### config.mk
export PLATFORM = sky130hd
export DESIGN_NAME = edge_detection_window
export DESIGN_NICKNAME = d
export VERILOG_FILES = /design/src/rtl/edge_detection_window.sv
export SDC_FILE = /design/constraint.sdc
export NUM_CORES = 1
export LEC_CHECK = 0
export BUFFER_PORTS_ARGS = -buffer_cell sky130_fd_sc_hd__buf_2
export CAP_MARGIN = 40
export CORE_ASPECT_RATIO = 1.25
export CORE_MARGIN = 8
export CORE_UTILIZATION = 65
export CTS_BUF_LIST = sky130_fd_sc_hd__clkbuf_2
export DETAILED_ROUTE_END_ITERATION = 8
export PLACE_DENSITY_LB_ADDON = 0.08
export SYNTH_ARGS = -nofsm -noshare
export SYNTH_HDL_FRONTEND = slang
export SYNTH_SLANG_ARGS = --single-unit
### constraint.sdc
create_clock -name clk_div_by_two -period 12.1 [get_ports clk_div_by_two]
set_input_delay 2.42 -clock clk_div_by_two [delete_from_list [all_inputs] [get_ports clk_div_by_two]]
set_output_delay 2.42 -clock clk_div_by_two [all_outputs]
set_load 0.005 [all_outputs]
### src/rtl/edge_detection_window.sv
// Edge detector: windowed subsampled RGB average vs. centre/right/below pixels, results written back to shared SRAM.
// Latency: one start cycle, then N+6 cycles per interior pixel (N = (WINDOW/STEP)^2), one result word each.
// Backpressure: none; SRAM answers every read one cycle later, enable low aborts to IDLE on the next cycle.
module edge_detection_window #(
   parameter int WIDTH       = 320,
   parameter int HEIGHT      = 240,
   parameter int WINDOW      = 16,
   parameter int STEP        = 2,
   parameter int ADDR_W      = 18,
   parameter int IN_BASE     = 0,
   parameter int OUT_BASE    = 76800,
   parameter int OUTPUT_MODE = 0
) (
   input  logic              clk_div_by_two,
   input  logic              reset,
   input  logic              enable_edge_detection,
   input  logic [7:0]        threshold_red,
   input  logic [7:0]        threshold_green,
   input  logic [7:0]        threshold_blue,
   input  logic [2:0]        channel_enable,
   input  logic [31:0]       data_read,
   output logic              wren,
   output logic [31:0]       data_write,
   output logic [ADDR_W-1:0] address,
   output logic              busy,
   output logic              edge_detection_done,
   output logic [ADDR_W-1:0] edge_count
);

   // Window geometry. STEP is assumed smaller than WINDOW so that at least
   // two samples per axis are taken (K >= 2, log2(N) >= 2).
   localparam int M     = WINDOW / 2 - 1;
   localparam int K     = WINDOW / STEP;
   localparam int N     = K * K;
   localparam int LOG2N = $clog2(N);
   localparam int ACC_W = 8 + LOG2N;
   localparam int RW    = $clog2(N + 3);
   localparam int KW    = $clog2(K);
   localparam int XW    = $clog2(WIDTH + 1);
   localparam int YW    = $clog2(HEIGHT + 1);

   localparam logic [ADDR_W-1:0] IN_A       = ADDR_W'(IN_BASE);
   localparam logic [ADDR_W-1:0] OUT_A      = ADDR_W'(OUT_BASE);
   localparam logic [ADDR_W-1:0] ONE_A      = ADDR_W'(1);
   localparam logic [ADDR_W-1:0] WIDTH_A    = ADDR_W'(WIDTH);
   localparam logic [ADDR_W-1:0] STEP_A     = ADDR_W'(STEP);
   // Offset of pixel (M,M), also the distance from a pixel to its window corner.
   localparam logic [ADDR_W-1:0] CORNER_A   = ADDR_W'(M * WIDTH + M);
   // Jump from the last processed pixel of a row to the first of the next.
   localparam logic [ADDR_W-1:0] ROW_WRAP_A = ADDR_W'(2 * M + 1);
   // Jump from the last sample of a window row to the first of the next.
   localparam logic [ADDR_W-1:0] SAMP_ROW_A = ADDR_W'(STEP * WIDTH - (K - 1) * STEP);

   localparam logic [XW-1:0] X_FIRST   = XW'(M);
   localparam logic [XW-1:0] X_LAST    = XW'(WIDTH - 1 - M);
   localparam logic [YW-1:0] Y_FIRST   = YW'(M);
   localparam logic [YW-1:0] Y_LAST    = YW'(HEIGHT - 1 - M);
   localparam logic [RW-1:0] RIDX_LAST = RW'(N + 2);
   localparam logic [KW-1:0] SX_LAST   = KW'(K - 1);

   typedef struct packed {
      logic [7:0] b;
      logic [7:0] g;
      logic [7:0] r;
   } rgb_t;

   typedef enum logic [2:0] {
      IDLE   = 3'd0,
      READ   = 3'd1,
      DECIDE = 3'd2,
      WRITE  = 3'd3,
      NEXT   = 3'd4,
      DONE   = 3'd5
   } state_t;

   state_t            state;
   state_t            nstate;

   rgb_t              thr;
   logic [2:0]        ch_en;

   logic [XW-1:0]     px;
   logic [YW-1:0]     py;
   logic [ADDR_W-1:0] pix_off;
   logic [ADDR_W-1:0] samp_off;
   logic [RW-1:0]     ridx;
   logic [KW-1:0]     sx;

   logic              pend_vld;
   logic [RW-1:0]     pend_idx;
   rgb_t              rd_pix;
   rgb_t              ctr_px;
   rgb_t              rgt_px;
   rgb_t              blw_px;
   logic [ACC_W-1:0]  acc_r;
   logic [ACC_W-1:0]  acc_g;
   logic [ACC_W-1:0]  acc_b;

   rgb_t              avg;
   logic              edge_r;
   logic              edge_g;
   logic              edge_b;
   logic              flag;
   logic [31:0]       result_word;
   logic [ADDR_W-1:0] rd_addr;
   logic              last_pix;
   logic              unused_bits;

   assign rd_pix      = {data_read[31:24], data_read[15:8], data_read[7:0]};
   assign unused_bits = ^{data_read[23:16], acc_r[LOG2N-1:0], acc_g[LOG2N-1:0], acc_b[LOG2N-1:0]};
   assign last_pix    = (px == X_LAST) && (py == Y_LAST);

   // One channel's decision: threshold is taken at 9 bits so avg+threshold never wraps.
   function automatic logic chan_edge(input logic [7:0] c, input logic [7:0] r,
                                      input logic [7:0] b, input logic [7:0] a,
                                      input logic [7:0] t8);
      logic [8:0] t;
      t = {1'b0, a} + {1'b0, t8};
      if ({1'b0, c} > t) chan_edge = ({1'b0, r} < t) || ({1'b0, b} < t);
      else               chan_edge = ({1'b0, r} > t) || ({1'b0, b} > t);
   endfunction

   // State register.
   always_ff @(posedge clk_div_by_two) begin
      if (reset) state <= IDLE;
      else       state <= nstate;
   end

   // Next-state logic; enable low from any state returns to IDLE.
   always_comb begin
      nstate = state;
      case (state)
         IDLE:    if (enable_edge_detection) nstate = READ;
         READ:    if (!enable_edge_detection) nstate = IDLE;
                  else if (ridx == RIDX_LAST) nstate = DECIDE;
         DECIDE:  nstate = enable_edge_detection ? WRITE : IDLE;
         WRITE:   nstate = enable_edge_detection ? NEXT : IDLE;
         NEXT:    if (!enable_edge_detection) nstate = IDLE;
                  else if (last_pix) nstate = DONE;
                  else nstate = READ;
         DONE:    if (!enable_edge_detection) nstate = IDLE;
         default: nstate = IDLE;
      endcase
   end

   // Bus outputs are pure functions of state so abort and reset clear them on the next cycle.
   always_comb begin
      wren                = 1'b0;
      data_write          = '0;
      address             = '0;
      busy                = 1'b0;
      edge_detection_done = 1'b0;
      case (state)
         READ: begin
            busy    = 1'b1;
            address = rd_addr;
         end
         DECIDE, NEXT: busy = 1'b1;
         WRITE: begin
            busy       = 1'b1;
            wren       = 1'b1;
            address    = OUT_A + pix_off;
            data_write = result_word;
         end
         DONE:    edge_detection_done = 1'b1;
         default: ;
      endcase
   end

   // Read address for the current slot: centre, right, below, then window samples.
   always_comb begin
      case (ridx)
         RW'(0):  rd_addr = IN_A + pix_off;
         RW'(1):  rd_addr = IN_A + pix_off + ONE_A;
         RW'(2):  rd_addr = IN_A + pix_off + WIDTH_A;
         default: rd_addr = IN_A + samp_off;
      endcase
   end

   // Averages, per-channel decisions and the result word, all from registered captures.
   always_comb begin
      avg.r  = acc_r[LOG2N +: 8];
      avg.g  = acc_g[LOG2N +: 8];
      avg.b  = acc_b[LOG2N +: 8];
      edge_r = chan_edge(ctr_px.r, rgt_px.r, blw_px.r, avg.r, thr.r);
      edge_g = chan_edge(ctr_px.g, rgt_px.g, blw_px.g, avg.g, thr.g);
      edge_b = chan_edge(ctr_px.b, rgt_px.b, blw_px.b, avg.b, thr.b);
      flag   = (ch_en[0] & edge_r) | (ch_en[1] & edge_g) | (ch_en[2] & edge_b);
      if (OUTPUT_MODE == 1) result_word = {avg.b, 7'b0, flag, avg.g, avg.r};
      else                  result_word = {31'b0, flag};
   end

   // Run configuration and edge counter: latched at start, counted on each flagged write.
   always_ff @(posedge clk_div_by_two) begin
      if (reset) begin
         thr        <= '0;
         ch_en      <= '0;
         edge_count <= '0;
      end else if (state == IDLE && enable_edge_detection) begin
         thr        <= {threshold_blue, threshold_green, threshold_red};
         ch_en      <= channel_enable;
         edge_count <= '0;
      end else if (state == WRITE && flag) begin
         edge_count <= edge_count + ONE_A;
      end
   end

   // Scan position and read sequencing.
   always_ff @(posedge clk_div_by_two) begin
      if (reset) begin
         px       <= '0;
         py       <= '0;
         pix_off  <= '0;
         samp_off <= '0;
         ridx     <= '0;
         sx       <= '0;
      end else begin
         case (state)
            IDLE: begin
               px      <= X_FIRST;
               py      <= Y_FIRST;
               pix_off <= CORNER_A;
               ridx    <= '0;
               sx      <= '0;
            end
            READ: begin
               ridx <= ridx + RW'(1);
               // The window corner is set up while 'below' is being read.
               if (ridx == RW'(2)) samp_off <= pix_off - CORNER_A;
               if (ridx >= RW'(3)) begin
                  if (sx == SX_LAST) begin
                     sx       <= '0;
                     samp_off <= samp_off + SAMP_ROW_A;
                  end else begin
                     sx       <= sx + KW'(1);
                     samp_off <= samp_off + STEP_A;
                  end
               end
            end
            NEXT: begin
               ridx <= '0;
               sx   <= '0;
               if (px == X_LAST) begin
                  px      <= X_FIRST;
                  py      <= py + YW'(1);
                  pix_off <= pix_off + ROW_WRAP_A;
               end else begin
                  px      <= px + XW'(1);
                  pix_off <= pix_off + ONE_A;
               end
            end
            default: ;
         endcase
      end
   end

   // Read-data capture: each word lands one cycle after its address, tagged by the slot index.
   always_ff @(posedge clk_div_by_two) begin
      if (reset) begin
         pend_vld <= 1'b0;
         pend_idx <= '0;
         ctr_px   <= '0;
         rgt_px   <= '0;
         blw_px   <= '0;
         acc_r    <= '0;
         acc_g    <= '0;
         acc_b    <= '0;
      end else begin
         pend_vld <= (state == READ);
         pend_idx <= ridx;
         if (state == READ && ridx == RW'(0)) begin
            acc_r <= '0;
            acc_g <= '0;
            acc_b <= '0;
         end else if (pend_vld) begin
            case (pend_idx)
               RW'(0): ctr_px <= rd_pix;
               RW'(1): rgt_px <= rd_pix;
               RW'(2): blw_px <= rd_pix;
               default: begin
                  acc_r <= acc_r + ACC_W'(rd_pix.r);
                  acc_g <= acc_g + ACC_W'(rd_pix.g);
                  acc_b <= acc_b + ACC_W'(rd_pix.b);
               end
            endcase
         end
      end
   end

endmodule

=== After elaboration in Yosys (flattened, before gate mapping) ===
Index checks and enable logic that the tools add are counted.

* Register bits after elaboration: 233
* Output and inout bits: 71
* Logic and storage cells: 145

* Add/subtract/negate cells: 18
* Magnitude comparators: 16
* Equal/unequal tests: 18
* Mux-type cells: 31
* Bitwise gates (word level): 7
* Reduce and logical (&&, ||, !) cells: 29

{| class="wikitable"
|+ Operator list
! cell !! number
|-
| 8-bit by 9-bit > comparator with 1-bit output || 9
|-
| 18-bit two-way mux || 4
|-
| 18-bit one-hot mux with 2 select lines || 2
|-
| 8-bit by 9-bit less-than comparator with 1-bit output || 6
|-
| 18-bit one-hot mux with 3 select lines || 1
|-
| 14-bit by 8-bit adder with 14-bit output || 3
|-
| 18-bit by 1-bit adder with 18-bit output, second input constant || 2
|-
| 8-bit by 8-bit adder with 9-bit output || 3
|-
| 3-bit two-way mux || 9
|-
| 17-bit by 18-bit adder with 18-bit output, first input constant || 1
|-
| 18-bit by 10-bit adder with 18-bit output, second input constant || 1
|-
| 18-bit by 2-bit adder with 18-bit output, second input constant || 1
|-
| 18-bit by 4-bit adder with 18-bit output, second input constant || 1
|-
| 18-bit by 9-bit adder with 18-bit output, second input constant || 1
|-
| 3-bit one-hot mux with 6 select lines || 1
|-
| 9-bit one-hot mux with 2 select lines || 1
|-
| 18-bit by 12-bit subtractor with 18-bit output, second input constant || 1
|-
| 8-bit one-hot mux with 2 select lines || 1
|-
| 7-bit by 1-bit == test with 1-bit output, second input constant || 2
|-
| 7-bit by 2-bit == test with 1-bit output, second input constant || 2
|-
| 7-bit logical NOT || 2
|-
| 7-bit one-hot mux with 2 select lines || 1
|-
| 3-bit AND reduction || 4
|-
| 9-bit by 1-bit adder with 9-bit output, second input constant || 1
|-
| other kinds (28) || 59
|}

=== Logic depth before layout (Yosys ltp) ===
* Depth in word-level cells: 8
* Depth in mapped cells: 20

=== Worst setup path after synthesis ===
No wires, ideal clock.

* Kind: register to output
* Start: reg acc_g[6]
* End: out data_write[0]
* Arrival: 3356 ps
* Data required time: 9680 ps
* Setup slack: 6324 ps
* Stages on the path, launching flop included: 18
* Buffers on the path: 1
* Cell sequence: dfxtp_1 ha_1 inv_1 fa_1 nor2b_4 o21ai_0 a21o_2 ha_1 or2_2 a21oi_1 a21oi_1 maj3_2 a21o_1 a311o_1 a32o_2 nor2_4 buf_6 inv_1

* Longest elaborated chain between the ends: 8
* Elaborated cells on any way between the ends: 13

{| class="wikitable"
|+ Ends and longest elaborated chain
! element !! line !! RTL
|-
| start: declaration || 96 || <nowiki>logic [ACC_W-1:0] acc_g;</nowiki>
|-
| start signal: assignment || 282 || <nowiki>acc_g <= acc_g + ACC_W'(rd_pix.g);</nowiki>
|-
| 8-bit by 8-bit adder with 9-bit output (*) || 118 || <nowiki>t = {1'b0, a} + {1'b0, t8};</nowiki>
|-
| 8-bit by 9-bit > comparator with 1-bit output or 8-bit by 9-bit less-than comparator with 1-bit output (tied branches) || 120, 119 ||
|-
| 1-bit logical OR, on equally long branches || 120, 119 ||
|-
| 1-bit two-way mux (*) || 119 || <nowiki>if ({1'b0, c} > t) chan_edge = ({1'b0, r} < t) || ({1'b0, b} < t);</nowiki>
|-
| 1-bit AND (*) || 188 || <nowiki>flag = (ch_en[0] & edge_r) | (ch_en[1] & edge_g) | (ch_en[2] & edge_b);</nowiki>
|-
| 1-bit OR (*) (2 in series) || 188 ||
|-
| 1-bit two-way mux (*) || 153 || <nowiki>case (state)</nowiki>
|-
| end: declaration || 23 || <nowiki>output logic [31:0] data_write,</nowiki>
|}

Every way passes the cells marked *; elsewhere a longest branch is shown, timed or not.

=== Worst setup path in the final report ===
* Start: reg acc_r[6]
* End: out data_write[0]

* Longest elaborated chain between the ends: 8
* Elaborated cells on any way between the ends: 13

{| class="wikitable"
|+ Ends and longest elaborated chain
! element !! line !! RTL
|-
| start: declaration || 95 || <nowiki>logic [ACC_W-1:0] acc_r;</nowiki>
|-
| start signal: assignment || 281 || <nowiki>acc_r <= acc_r + ACC_W'(rd_pix.r);</nowiki>
|-
| 8-bit by 8-bit adder with 9-bit output (*) || 118 ||
|-
| 8-bit by 9-bit > comparator with 1-bit output or 8-bit by 9-bit less-than comparator with 1-bit output (tied branches) || 120, 119 ||
|-
| 1-bit logical OR, on equally long branches || 120, 119 ||
|-
| 1-bit two-way mux (*) || 119 ||
|-
| 1-bit AND (*) || 188 ||
|-
| 1-bit OR (*) (2 in series) || 188 ||
|-
| 1-bit two-way mux (*) || 153 ||
|}

Marks and branches as above.

==> results.json <==
{
  "muxShareOfSynthArea": 0.00281,
  "cp_slowest_stage_delay_ns": 0.41,
  "cts_setup_buffers": 0,
  "num_vias": 13656,
  "ctsHoldBuffers": 0,
  "port_buffers": 93,
  "ys_top_cells_by_area": "dfxtp_1 32%, ha_1 12%, nand2_1 8.8%",
  "multi_input_area_mm2": 0.00927,
  "yosys.area.top_type": "dfxtp_1",
  "cts_resized": 0,
  "worst_path_max_delay_cell": "dfxtp_1",
  "synthSimpleGateAreaFrac": 0.215,
  "grt_max_degree": 76,
  "drt_iter0_drc": 939,
  "synth.distinct_cells": 76,
  "synth.avg_cell_area_um2": 7.71,
  "dpl_cell_area_mm2": 0.0152,
  "final_cell_count_no_fill": 2299,
  "ant_nets": 0,
  "rows": 61,
  "start_util": 0.661,
  "synth_compound_area_frac": 0.220,
  "power_density_mw_per_mm2": 98.1,
  "clock_latency_ns": 0.88,
  "finalClockSkew_ns": 0.0770,
  "antenna_found_initial": 1,
  "fin_util": 0.713,
  "crit_fanout": 15,
  "tns_ns": 0,
  "drive_gt1_frac": 0.113,
  "cts_tree": "done",
  "yosysWarnings": 0,
  "die_w_um": 150,
  "ir_drop_uv": 62.7,
  "clockBufferDepth": 3,
  "yosysSeqAreaShare": 0.318,
  "period_minus_slack_ns": 7.33,
  "synth_top_area_frac": 0.318,
  "synthFlopType": "dfxtp_1",
  "rsz0062_at_grt": "false",
  "mostFrequentLayoutCells": "344 x nand2_1, 233 x dfxtp_1, 216 x a21oi_1",
  "cp.required_ns": 9.68,
  "htree_levels": 2,
  "synth-xor-area-share": 0.0572,
  "dieArea_mm2": 0.0277,
  "setup_viol": 0,
  "first_global_vias": 13037,
  "seq_area_mm2": 0.00466,
  "drcViolationCount": 0,
  "path_cells": "ha_1 > inv_1 > fa_1 > nor2b_1 > o31a_1 > a21o_1 > ha_1 > nand4_1 > o21bai_1 > a221o_1 > o21a_1 > maj3_1 > a22oi_1 > o211a_1 > o31ai_1 > buf_4 > nor2_4 > inv_1 > buf_2",
  "vias_per_cell": 5.94,
  "dp_hpwl_um": 27600,
  "power.total_w": 0.00155,
  "clk_pin_slew_ns": 0.11,
  "hold_viol_final": 0,
  "firstDrtPassIters": 8,
  "core_mm2": 0.0222,
  "p_leak_nw": 6.67,
  "finalCritPeriodShare": 0.605,
  "pin_count": 133,
  "cp.arrival_ns": 4.91,
  "tightest_slew_ns": 0.861,
  "finalWirelength_um": 38000,
  "areaGrowthSynthToFinish_pct": 7.83,
  "ys_ff_latch": 233,
  "fill_cells": 1886,
  "crit_family": "compound AO/OA/AOI/OAI gates",
  "start_kind": "register",
  "synth.cell_area_mm2": 0.0147,
  "grt.overflow.total": 0,
  "endpoint_kind": "output port",
  "cts_buffers": 58,
  "slew_violations": 0,
  "maxSlewHeadroom": 0.425,
  "numPlacedInstances": 2192,
  "cts.sinks": 233,
  "maxCapViolations": 0,
  "worstHoldPathType": "register to register",
  "gp_congestion": 0.924,
  "crit_type": "register to output port",
  "cts-root-buf": "clkbuf_2",
  "status": "finished clean",
  "dieHeight_um": 184,
  "cp_num_buf_inv": 4,
  "synthArstFlopShare": 0,
  "post_drt_wl_per_cell_um": 16.5,
  "synth-edff-count": 0,
  "track_usage": 0.271,
  "final_common_cell": "nand2_1",
  "final_area_mm2": 0.0158,
  "synth_top_family_by_area": "compound AO/OA/AOI/OAI gates",
  "nets": 2173,
  "syn_inst": 1904,
  "fmax_mhz": 136,
  "synthAdderAreaFrac": 0.126,
  "grt_pass1_wl_um": 62300
}
-- sequential cells by signal, summed over array words and instances (netlist names) --
name / count
acc_b: 14
acc_g: 14
acc_r: 14
blw_px: 24
ch_en: 3
ctr_px: 24
edge_count: 18
pend_idx: 7
pend_vld: 1
pix_off: 18
px: 9
py: 8
rgt_px: 24
ridx: 7
samp_off: 18
state: 3
sx: 3
thr: 24
-- metrics by stage --
stage                     worst slack (ns)  hold WS (ns)
after floorplan                       6.32         0.431
after global placement                5.75         0.439
after detailed placement              5.70         0.450
after CTS                             4.71         0.465
after global routing                  4.44         0.479
final                                 4.77         0.462
-- cell type report --
type | count | share of cell area
sequential | 233 | 0.294
inverter | 61 | 0.0145
tap | 283 | 0.0224
timing repair buffer | 114 | 0.0463
clock buffer | 82 | 0.0259
multi-input combinational | 1501 | 0.585
antenna | 1 | 0.000158
clock inverter | 24 | 0.0113
-- synth_stat cells, types with 14 or more instances --
| cell type | instances |
|---|---|
| xnor2_1 | 42 |
| ha_1 | 136 |
| o211ai_1 | 15 |
| o21ai_0 | 68 |
| a31oi_1 | 21 |
| a211oi_1 | 22 |
| a21o_1 | 30 |
| o22ai_1 | 22 |
| nor3_1 | 32 |
| a22oi_1 | 17 |
| nand2_1 | 344 |
| xor2_1 | 54 |
| and3_1 | 20 |
| inv_1 | 60 |
| nand3_1 | 49 |
| or3_1 | 14 |
| o21bai_1 | 22 |
| clkbuf_1 | 98 |
| nor2b_1 | 30 |
| dfxtp_1 | 233 |
| nor2_1 | 133 |
| buf_4 | 31 |
| a21oi_1 | 216 |
| nand4_1 | 23 |
| o21a_1 | 14 |
-- power breakdown --
group | switching [W] | internal (W) | total (W)
Clock | 0.000333 | 0.000250 | 0.000583
Combinational | 0.000108 | 0.0000716 | 0.000180
Sequential | 0.0000126 | 0.000778 | 0.000791
-- worst register-to-register path, cell delays in order, from the launching register on --
cell	delay, ns
dfxtp_1	0.41
ha_1	0.20
inv_1	0.06
fa_1	0.39
nor2b_1	0.16
o31a_1	0.20
a21o_1	0.19
ha_1	0.27
nand4_1	0.14
o21bai_1	0.08
a221o_1	0.38
maj3_1	0.36
a2111o_1	0.41
o31ai_1	0.07
buf_4	0.25
nor2_4	0.12
or4_1	0.52
o21ai_0	0.09
-- worst paths after layout --
kind | startpoint | endpoint | slack (ns) | depth (start not counted)
worst max register to register | acc_r[6]$_SDFFE_PP0P_ | edge_count[13]$_SDFFE_PP0P_ | 7.77 | 17
worst max-delay path | acc_r[6]$_SDFFE_PP0P_ | data_write[0] | 4.77 | 19
worst min-delay path | ch_en[2]$_SDFFE_PP0P_ | ch_en[2]$_SDFFE_PP0P_ | 0.46 | 2
worst min register to register | ch_en[2]$_SDFFE_PP0P_ | ch_en[2]$_SDFFE_PP0P_ | 0.46 | 2
-- per-layer routing --
metal / track usage / wire length, um
met1: 0.319 / 15600
met2: 0.478 / 19300
met3: 0.0384 / 1990
met4: 0.115 / 1130
met5: 0 / 0
-- kinds of logic after synthesis --
logic type / Yosys count
AO/OA/AOI/OAI: 519
XOR/XNOR: 96
adder cells (fa/ha/maj): 145
buffers and inverters: 200
flip-flops: 233
multiplexers: 4
other: 1
AND/OR/NAND/NOR: 706
Power figures use the tool's default switching activity.
